### src/rtl/gmii_tx_framer.sv
// GMII transmit framer: preamble/SFD, data with zero padding,
// CRC-32 FCS, inter-frame gap, and underrun abort with drain.
module gmii_tx_framer #(
   parameter int unsigned MIN_LEN = 60,
   parameter int unsigned IFG     = 12
) (
   input  logic       clk,
   input  logic       rst_n,
   input  logic [8:0] fifo_rd_data,
   input  logic       fifo_empty,
   output logic       fifo_rd_en,
   input  logic       frm_rdy,
   output logic [7:0] gmii_txd,
   output logic       gmii_tx_en,
   output logic       gmii_tx_er,
   output logic       busy,
   output logic       tx_done,
   output logic       underrun
);

   typedef enum logic [2:0] {
      IDLE,
      PRE,
      SFD,
      DATA,
      PAD,
      FCS,
      DRAIN,
      GAP
   } state_t;

   localparam logic [15:0] MIN_W    = 16'(MIN_LEN);
   localparam logic [7:0]  IFG_LAST = 8'(IFG - 1);
   localparam logic [7:0]  PRE_LAST = 8'd5;
   localparam logic [31:0] POLY     = 32'hEDB88320;

   state_t      state_q;
   state_t      state_d;
   logic [15:0] cnt_q;
   logic [15:0] cnt_d;
   logic [15:0] cnt_inc;
   logic [7:0]  sub_q;
   logic [7:0]  sub_d;
   logic [31:0] crc_q;
   logic [31:0] crc_d;
   logic [31:0] fcs;
   logic [7:0]  fcs_byte;
   logic [7:0]  in_byte;
   logic        in_last;
   logic [7:0]  txd_d;
   logic        en_d;
   logic        er_d;
   logic        done_d;
   logic        und_d;

   function automatic logic [31:0] crc_step(
      input logic [31:0] c,
      input logic [7:0]  b
   );
      logic [31:0] r;
      r = c ^ {24'd0, b};
      for (int i = 0; i < 8; i++) begin
         r = r[0] ? ((r >> 1) ^ POLY) : (r >> 1);
      end
      return r;
   endfunction

   assign in_byte = fifo_rd_data[7:0];
   assign in_last = fifo_rd_data[8];
   assign busy    = (state_q != IDLE);
   assign cnt_inc = (&cnt_q) ? cnt_q : cnt_q + 16'd1;
   assign fcs     = ~crc_q;

   always_comb begin
      fcs_byte = fcs[7:0];
      unique case (sub_q[1:0])
         2'd0: fcs_byte = fcs[7:0];
         2'd1: fcs_byte = fcs[15:8];
         2'd2: fcs_byte = fcs[23:16];
         2'd3: fcs_byte = fcs[31:24];
      endcase
   end

   // Outputs are registered: each edge emits the byte belonging to the
   // state being left, so the wire stream runs without bubbles.
   always_comb begin
      state_d    = state_q;
      cnt_d      = cnt_q;
      sub_d      = sub_q;
      crc_d      = crc_q;
      txd_d      = 8'h00;
      en_d       = 1'b0;
      er_d       = 1'b0;
      done_d     = 1'b0;
      und_d      = 1'b0;
      fifo_rd_en = 1'b0;
      unique case (state_q)
         IDLE: begin
            if (frm_rdy && !fifo_empty) begin
               state_d = PRE;
               sub_d   = 8'd0;
               cnt_d   = 16'd0;
               en_d    = 1'b1;
               txd_d   = 8'h55;
            end
         end
         PRE: begin
            en_d  = 1'b1;
            txd_d = 8'h55;
            if (sub_q == PRE_LAST) begin
               state_d = SFD;
               sub_d   = 8'd0;
            end else begin
               sub_d = sub_q + 8'd1;
            end
         end
         SFD: begin
            en_d    = 1'b1;
            txd_d   = 8'hD5;
            crc_d   = 32'hFFFF_FFFF;
            cnt_d   = 16'd0;
            state_d = DATA;
         end
         DATA: begin
            en_d = 1'b1;
            if (!fifo_empty) begin
               fifo_rd_en = 1'b1;
               txd_d      = in_byte;
               crc_d      = crc_step(crc_q, in_byte);
               cnt_d      = cnt_inc;
               if (in_last) begin
                  sub_d   = 8'd0;
                  state_d = (cnt_inc < MIN_W) ? PAD : FCS;
               end
            end else begin
               er_d    = 1'b1;
               und_d   = 1'b1;
               state_d = DRAIN;
            end
         end
         PAD: begin
            en_d  = 1'b1;
            crc_d = crc_step(crc_q, 8'h00);
            cnt_d = cnt_inc;
            if (cnt_inc >= MIN_W) begin
               sub_d   = 8'd0;
               state_d = FCS;
            end
         end
         FCS: begin
            en_d  = 1'b1;
            txd_d = fcs_byte;
            if (sub_q[1:0] == 2'd3) begin
               done_d  = 1'b1;
               sub_d   = 8'd0;
               state_d = GAP;
            end else begin
               sub_d = sub_q + 8'd1;
            end
         end
         DRAIN: begin
            if (!fifo_empty) begin
               fifo_rd_en = 1'b1;
               if (in_last) begin
                  sub_d   = 8'd0;
                  state_d = GAP;
               end
            end
         end
         GAP: begin
            if (sub_q == IFG_LAST) begin
               sub_d   = 8'd0;
               state_d = IDLE;
            end else begin
               sub_d = sub_q + 8'd1;
            end
         end
         default: state_d = IDLE;
      endcase
   end

   always_ff @(posedge clk or negedge rst_n) begin
      if (!rst_n) begin
         state_q    <= IDLE;
         cnt_q      <= 16'd0;
         sub_q      <= 8'd0;
         crc_q      <= 32'hFFFF_FFFF;
         gmii_txd   <= 8'h00;
         gmii_tx_en <= 1'b0;
         gmii_tx_er <= 1'b0;
         tx_done    <= 1'b0;
         underrun   <= 1'b0;
      end else begin
         state_q    <= state_d;
         cnt_q      <= cnt_d;
         sub_q      <= sub_d;
         crc_q      <= crc_d;
         gmii_txd   <= txd_d;
         gmii_tx_en <= en_d;
         gmii_tx_er <= er_d;
         tx_done    <= done_d;
         underrun   <= und_d;
      end
   end

endmodule

### config.mk
export PLATFORM = sky130hd
export DESIGN_NAME = gmii_tx_framer
export DESIGN_NICKNAME = d
export VERILOG_FILES = /design/src/rtl/gmii_tx_framer.sv
export SDC_FILE = /design/constraint.sdc
export NUM_CORES = 1
export LEC_CHECK = 0
export BUFFER_PORTS_ARGS = -buffer_cell sky130_fd_sc_hd__buf_2
export CAP_MARGIN = 30
export CORE_UTILIZATION = 57
export DETAILED_ROUTE_END_ITERATION = 10
export PLACE_DENSITY = 0.86
export SYNTH_ARGS = -nofsm -noshare
export SYNTH_HDL_FRONTEND = slang
export SYNTH_SLANG_ARGS = --single-unit
### constraint.sdc
create_clock -name clk -period 5 [get_ports clk]
set_input_delay 1 -clock clk [delete_from_list [all_inputs] [get_ports clk]]
set_output_delay 1 -clock clk [all_outputs]
set_load 0.05 [all_outputs]
---- Word level (Yosys, flattened, before mapping) ----
Cells that the tools add are included.
storage, ports and cells
  flip-flop bits (word level) ............. 70
  input bits .............................. 13
  output and inout bits ................... 14
  logic and storage cells ................. 121
operators by class
  $add $sub $neg .......................... 2
  magnitude comparators ................... 2
  eq/ne operators ......................... 23
  mux-type cells .......................... 53
  bitwise gates (word level) .............. 18
  reduce and logical (&&, ||, !) cells .... 15
operator list
  kind                                                                                  count
  32-bit 2-to-1 mux                                                                     17
  13-bit inverter with 14-bit output                                                    16
  32-bit one-hot mux with 3 select lines                                                1
  8-bit 2-to-1 mux                                                                      8
  16-bit one-hot mux with 4 select lines                                                1
  16-bit 2-to-1 mux                                                                     3
  8-bit one-hot mux with 6 select lines                                                 1
  8-bit one-hot mux with 5 select lines                                                 1
  32-bit inverter                                                                       1
  8-bit one-hot mux with 4 select lines                                                 1
  32-bit by 8-bit XOR with 32-bit output                                                1
  3-bit 2-to-1 mux                                                                      9
  3-bit one-hot mux with 8 select lines                                                 1
  2-bit != test, second input constant                                                  9
  16-bit by 1-bit adder with 16-bit output, second input constant                       1
  16-bit by 6-bit greater-or-equal comparator with 1-bit output, second input constant  1
  16-bit by 6-bit < comparator with 1-bit output, second input constant                 1
  16-bit AND reduction                                                                  1
  3-bit == test, second input constant                                                  4
  8-bit by 1-bit adder with 8-bit output, second input constant                         1
  8-bit by 3-bit == test with 1-bit output, second input constant                       1
  8-bit by 4-bit == test with 1-bit output, second input constant                       1
  1-bit 2-to-1 mux                                                                      8
  8-bit AND reduction                                                                   1
  20 further kinds                                                                      23

---- Logic depth before layout (Yosys ltp) ----
  word-level depth ........................ 19
  depth in mapped cells ................... 9
  mapped depth without buffers ............ 9

---- Worst setup path after synthesis ----
No wires, ideal clock.
  path type ............................... input-to-output
  start ................................... input fifo_empty
  end ..................................... output fifo_rd_en
  data arrival time ....................... 2.262 ns
  required time ........................... 4.000 ns
  slack ................................... 1.738 ns
  stages on the path ...................... 2
  path buffers ............................ 1
  path through ............................ clkbuf_1 nor3_1
between the ends
  word-level cells in the longest chain between the ends .. 2
RTL lines
  item                line      source
  start: declaration  10        input logic fifo_empty,
  1-bit 2-to-1 mux    126, 162
  1-bit 2-to-1 mux    --
  end: declaration    11        output logic fifo_rd_en,
No other way between the ends.

---- Worst setup path after layout ----
  start ................................... register state_q[0]
  end ..................................... register cnt_q[12]
between the ends
  word-level cells in the longest chain between the ends .. 3
  elaborated cells on any way between the ends .. 9
  classes of those cells .................. eq/ne (5); mux (1); reduce/logical (3)
RTL lines
  item                                                                  line  source
  start: declaration                                                    37    state_t state_q;
  start signal: assignment                                              194   state_q <= state_d;
  3-bit == test, or another cell as far along                           97    unique case (state_q)
  4-bit nonzero test (no line) / 2-bit != test (equally long branches)  --
  3-bit AND reduction (no line)                                         --
  end signal: assignment                                                195   cnt_q <= cnt_d;
  end: declaration                                                      39    logic [15:0] cnt_q;
Several ways; a longest one is shown, not always the timed one.
A chain may end at the register's enable or synchronous reset.

==> impl_metrics.py <==
metrics = {
    "critical_path": {
        "cp_top_family": "compound AO/OA/AOI/OAI gates",
        "path_cells": "clkinv_1, nand2_1, o21ai_1, o21ai_2, buf_4, o21ai_0, a22o_1",
        "r2r-end": "cnt_q[12]$_DFFE_PN0P_",
        "worstPathRequired_ns": 5.24,
        "slowest_stage": "dfrtp_1",
        "crit_path_end_kind": "flip-flop",
        "cp-start-kind": "flip-flop",
        "crit_end": "cnt_q[12]$_DFFE_PN0P_",
        "max_stage_delay_ns": 0.74,
        "worst_ep_arrival_time_ns": 3.22,
        "crit_start": "state_q[0]$_DFFE_PN0P_",
        "r2r_start": "state_q[0]$_DFFE_PN0P_",
        "crit_type": "reg2reg",
        "cp_num_buf_inv": 2,
        "rrSetupSlack_ns": 2.02,
        "path_depth": 7,
        "rr_worst_depth": 7,
        "cp_max_fo": 27,
    },
    "place": {
        "portBuffers": 26,
        "dp_hpwl_mm": 9.78,
        "gp_congestion": 0.939,
    },
    "grt": {
        "antenna_found_initial": 0,
        "grt_pass1_wl_mm": 23.8,
        "grt_max_degree": 33,
        "grt_overflow": 0,
        "grt_pass1_vias": 4679,
        "grt_usage_pct": 31.1,
    },
    "power": {
        "vdd_drop_max_uv": 120,
        "p_per_area_nw_per_um2": 196,
        "p_leak_nw": 2.26,
        "power.total_mw": 1.11,
    },
    "yosys": {
        "synth-main-ff-cell": "dfrtp_1",
        "synth.avg_cell_area_um2": 8.72,
        "syn-cell-area_um2": 5340,
        "synth_top_family_by_area": "XOR/XNOR gates",
        "synthAdderAreaFrac_pct": 1.59,
        "ys_seq_elements": 70,
        "synth-xor-area-share_pct": 23.0,
        "syn_inst": 612,
        "synth-warning-count": 0,
        "synth_compound_area_share_pct": 22.4,
        "synth_top_area_share_pct": 17.8,
        "ys_seq_area_share_pct": 33.6,
        "ys_types": 60,
        "synth_nets": 631,
        "synth_edf_count": 0,
        "synth-simple-area-share_pct": 13.9,
        "synthMuxAreaShare_pct": 0.774,
        "synth_top_area_cell": "dfrtp_1",
        "async_reset_ff_share_pct": 100,
        "synthTopCellsByArea": "dfrtp_1 18%, dfstp_2 16%, xnor2_1 15%",
    },
    "routing": {
        "via_count": 4783,
        "routedWlPerCell_um": 19.7,
        "drcViolationCount": 0,
        "initialDrtViolationCount": 446,
        "wl_mm": 14.4,
        "firstDrtPassIters": 5,
        "routed_via_density": 6.56,
        "ant_nets": 0,
    },
    "clock_tree": {
        "cts_sinks": 70,
        "numCtsBuffers": 9,
        "cts_tree": "yes",
        "clk_latency_ns": 0.36,
        "cts_hold_buf": 0,
        "clockRootBuffer": "clkbuf_8",
        "post_cts_resized": 0,
        "clockBufferDepth": 2,
        "cts.clk_slew.worst_paths_ns": 0.08,
        "post_cts_buffers": 0,
        "htreeDepth": 3,
    },
    "timing": {
        "max_freq_mhz": 336,
        "setup_violations": 0,
        "finalClockSkew_ns": 0.0129,
        "worst_pin_slew_ns": 0.801,
        "min_period_over_period_pct": 59.5,
        "drv_slew": 0,
        "period_minus_slack_ns": 2.98,
        "final_hold_viol_count": 0,
        "grt_setup_unrepaired": "false",
        "setup_tns_ns": 0,
        "max_slew_margin_pct": 46.2,
    },
    "floorplanning": {
        "fp-row-count": 34,
        "pin_count": 27,
        "core_um2": 8890,
        "die-area_um2": 9750,
        "die_y_um": 98.7,
        "start_util_pct": 60.0,
        "die_w_um": 98.7,
    },
    "final_layout": {
        "drive_gt1_share_pct": 15.9,
        "nets": 635,
        "syn_to_final_growth_pct": 6.36,
        "fin_util_pct": 63.8,
        "antenna_cells": 0,
    },
    "flow_run": {
        "timing.max_cap.violations": 0,
    },
    "hold_path": {
        "holdCritPathClass": "reg2reg",
    },
    "run_status": {
        "status": "finished, final reports clean",
    },
}
[through the flow]
stage	setup WS, ns	hold WS, ns	instances	cell area, um2
6_report	2.02	0.523	729	5670
5_1_grt	1.76	0.547	729	5670
4_1_cts	2.02	0.523	729	5670
3_5_place_dp	1.97	0.510	713	5510
3_3_place_gp	1.69	0.506	711	5480
2_1_floorplan	1.74	0.492	612	5340
[worst min-delay path by stage]
stage                                     start                    end  slack, ns  cells after the start
after global placement    crc_q[15]$_DFFE_PN1P_  crc_q[15]$_DFFE_PN1P_       0.51                      2
after global routing      crc_q[22]$_DFFE_PN1P_  crc_q[22]$_DFFE_PN1P_       0.55                      2
after floorplan            sub_q[0]$_DFFE_PN0P_   sub_q[0]$_DFFE_PN0P_       0.49                      1
after CTS                 crc_q[18]$_DFFE_PN1P_  crc_q[18]$_DFFE_PN1P_       0.52                      2
final                     crc_q[18]$_DFFE_PN1P_  crc_q[18]$_DFFE_PN1P_       0.52                      2
after detailed placement  crc_q[18]$_DFFE_PN1P_  crc_q[18]$_DFFE_PN1P_       0.51                      2
[sequential cells by signal, indices dropped and copies added, names as in the netlist]
register / count
gmii_tx_en: 1
crc_q: 32
sub_q: 8
tx_done: 1
underrun: 1
gmii_txd: 8
state_q: 3
cnt_q: 16
[Yosys cell counts, types with 19 or more instances]
cell	count
xor2_1	30
o22ai_1	19
xnor2_1	89
o21ai_0	43
a21oi_1	45
clkbuf_1	23
dfrtp_1	38
dfstp_2	32
nor2_1	66
nand2_1	41
[layer usage]
metal	wire, um	track usage (%)	up-vias	share of wire (%)
met1	5850	41.1	2288	41
met2	6810	49.1	262	47
met5	0	0	-	0
met3	1170	5.04	54	8.1
met4	544	16.5	0	3.8
li1	-	-	2179	-
[power by group]
group	switching [mW]	total (mW)	internal, mW
Sequential	0	0.567	0.567
Combinational	0.0779	0.135	0.0570
Clock	0.219	0.413	0.193
Total	0.297	1.11	0.818
[cell families after synthesis]
group                      after synthesis
adders and majority gates                7
DFF                                     70
muxes                                    4
and+or+nand+nor                        157
AOI/OAI and AO/OA                      186
buffers and inverters                   61
xor gates and xnor gates               127
[layout by cell type, fill, tap and decap left out, types with 3 or more instances in the layout]
master and n:
nand3_1 12, a22oi_1 4, nor3_1 8, o21ai_1 4, o221ai_1 6, a221oi_1 15, o31ai_1 9, a31oi_1 7
a21oi_1 45, o41ai_1 3, mux2i_1 3, dfrtp_1 38, o21a_1 3, buf_2 26, nand2_1 41, o21ai_0 42
clkbuf_8 10, o22ai_1 19, nor2b_1 5, clkbuf_1 4, nor2_1 64, o21bai_1 6, xor2_1 30, inv_1 15
nand4_1 8, o22a_1 4, dfstp_2 32, ha_1 6, xnor2_1 89, and3_1 6, buf_4 8
[cell type report]
type                    instances  area (um2)
inverters                      19        71.3
clock buffers                  14         153
repair buffers                 35         210
well taps                     108         135
clock inverters                 2        10.0
flip-flops and latches         70        1790
multi-input cells             481        3300
fillers                       684        3220
[worst reg2reg max path, delay by kind of cell (launching register included)]
family / cells / cell delay, ns
compound gates: 4 / 0.83
buf+inv: 2 / 0.78
flops: 1 / 0.74
simple gates: 1 / 0.53
Note: power is estimated with default switching activity, not from simulation.
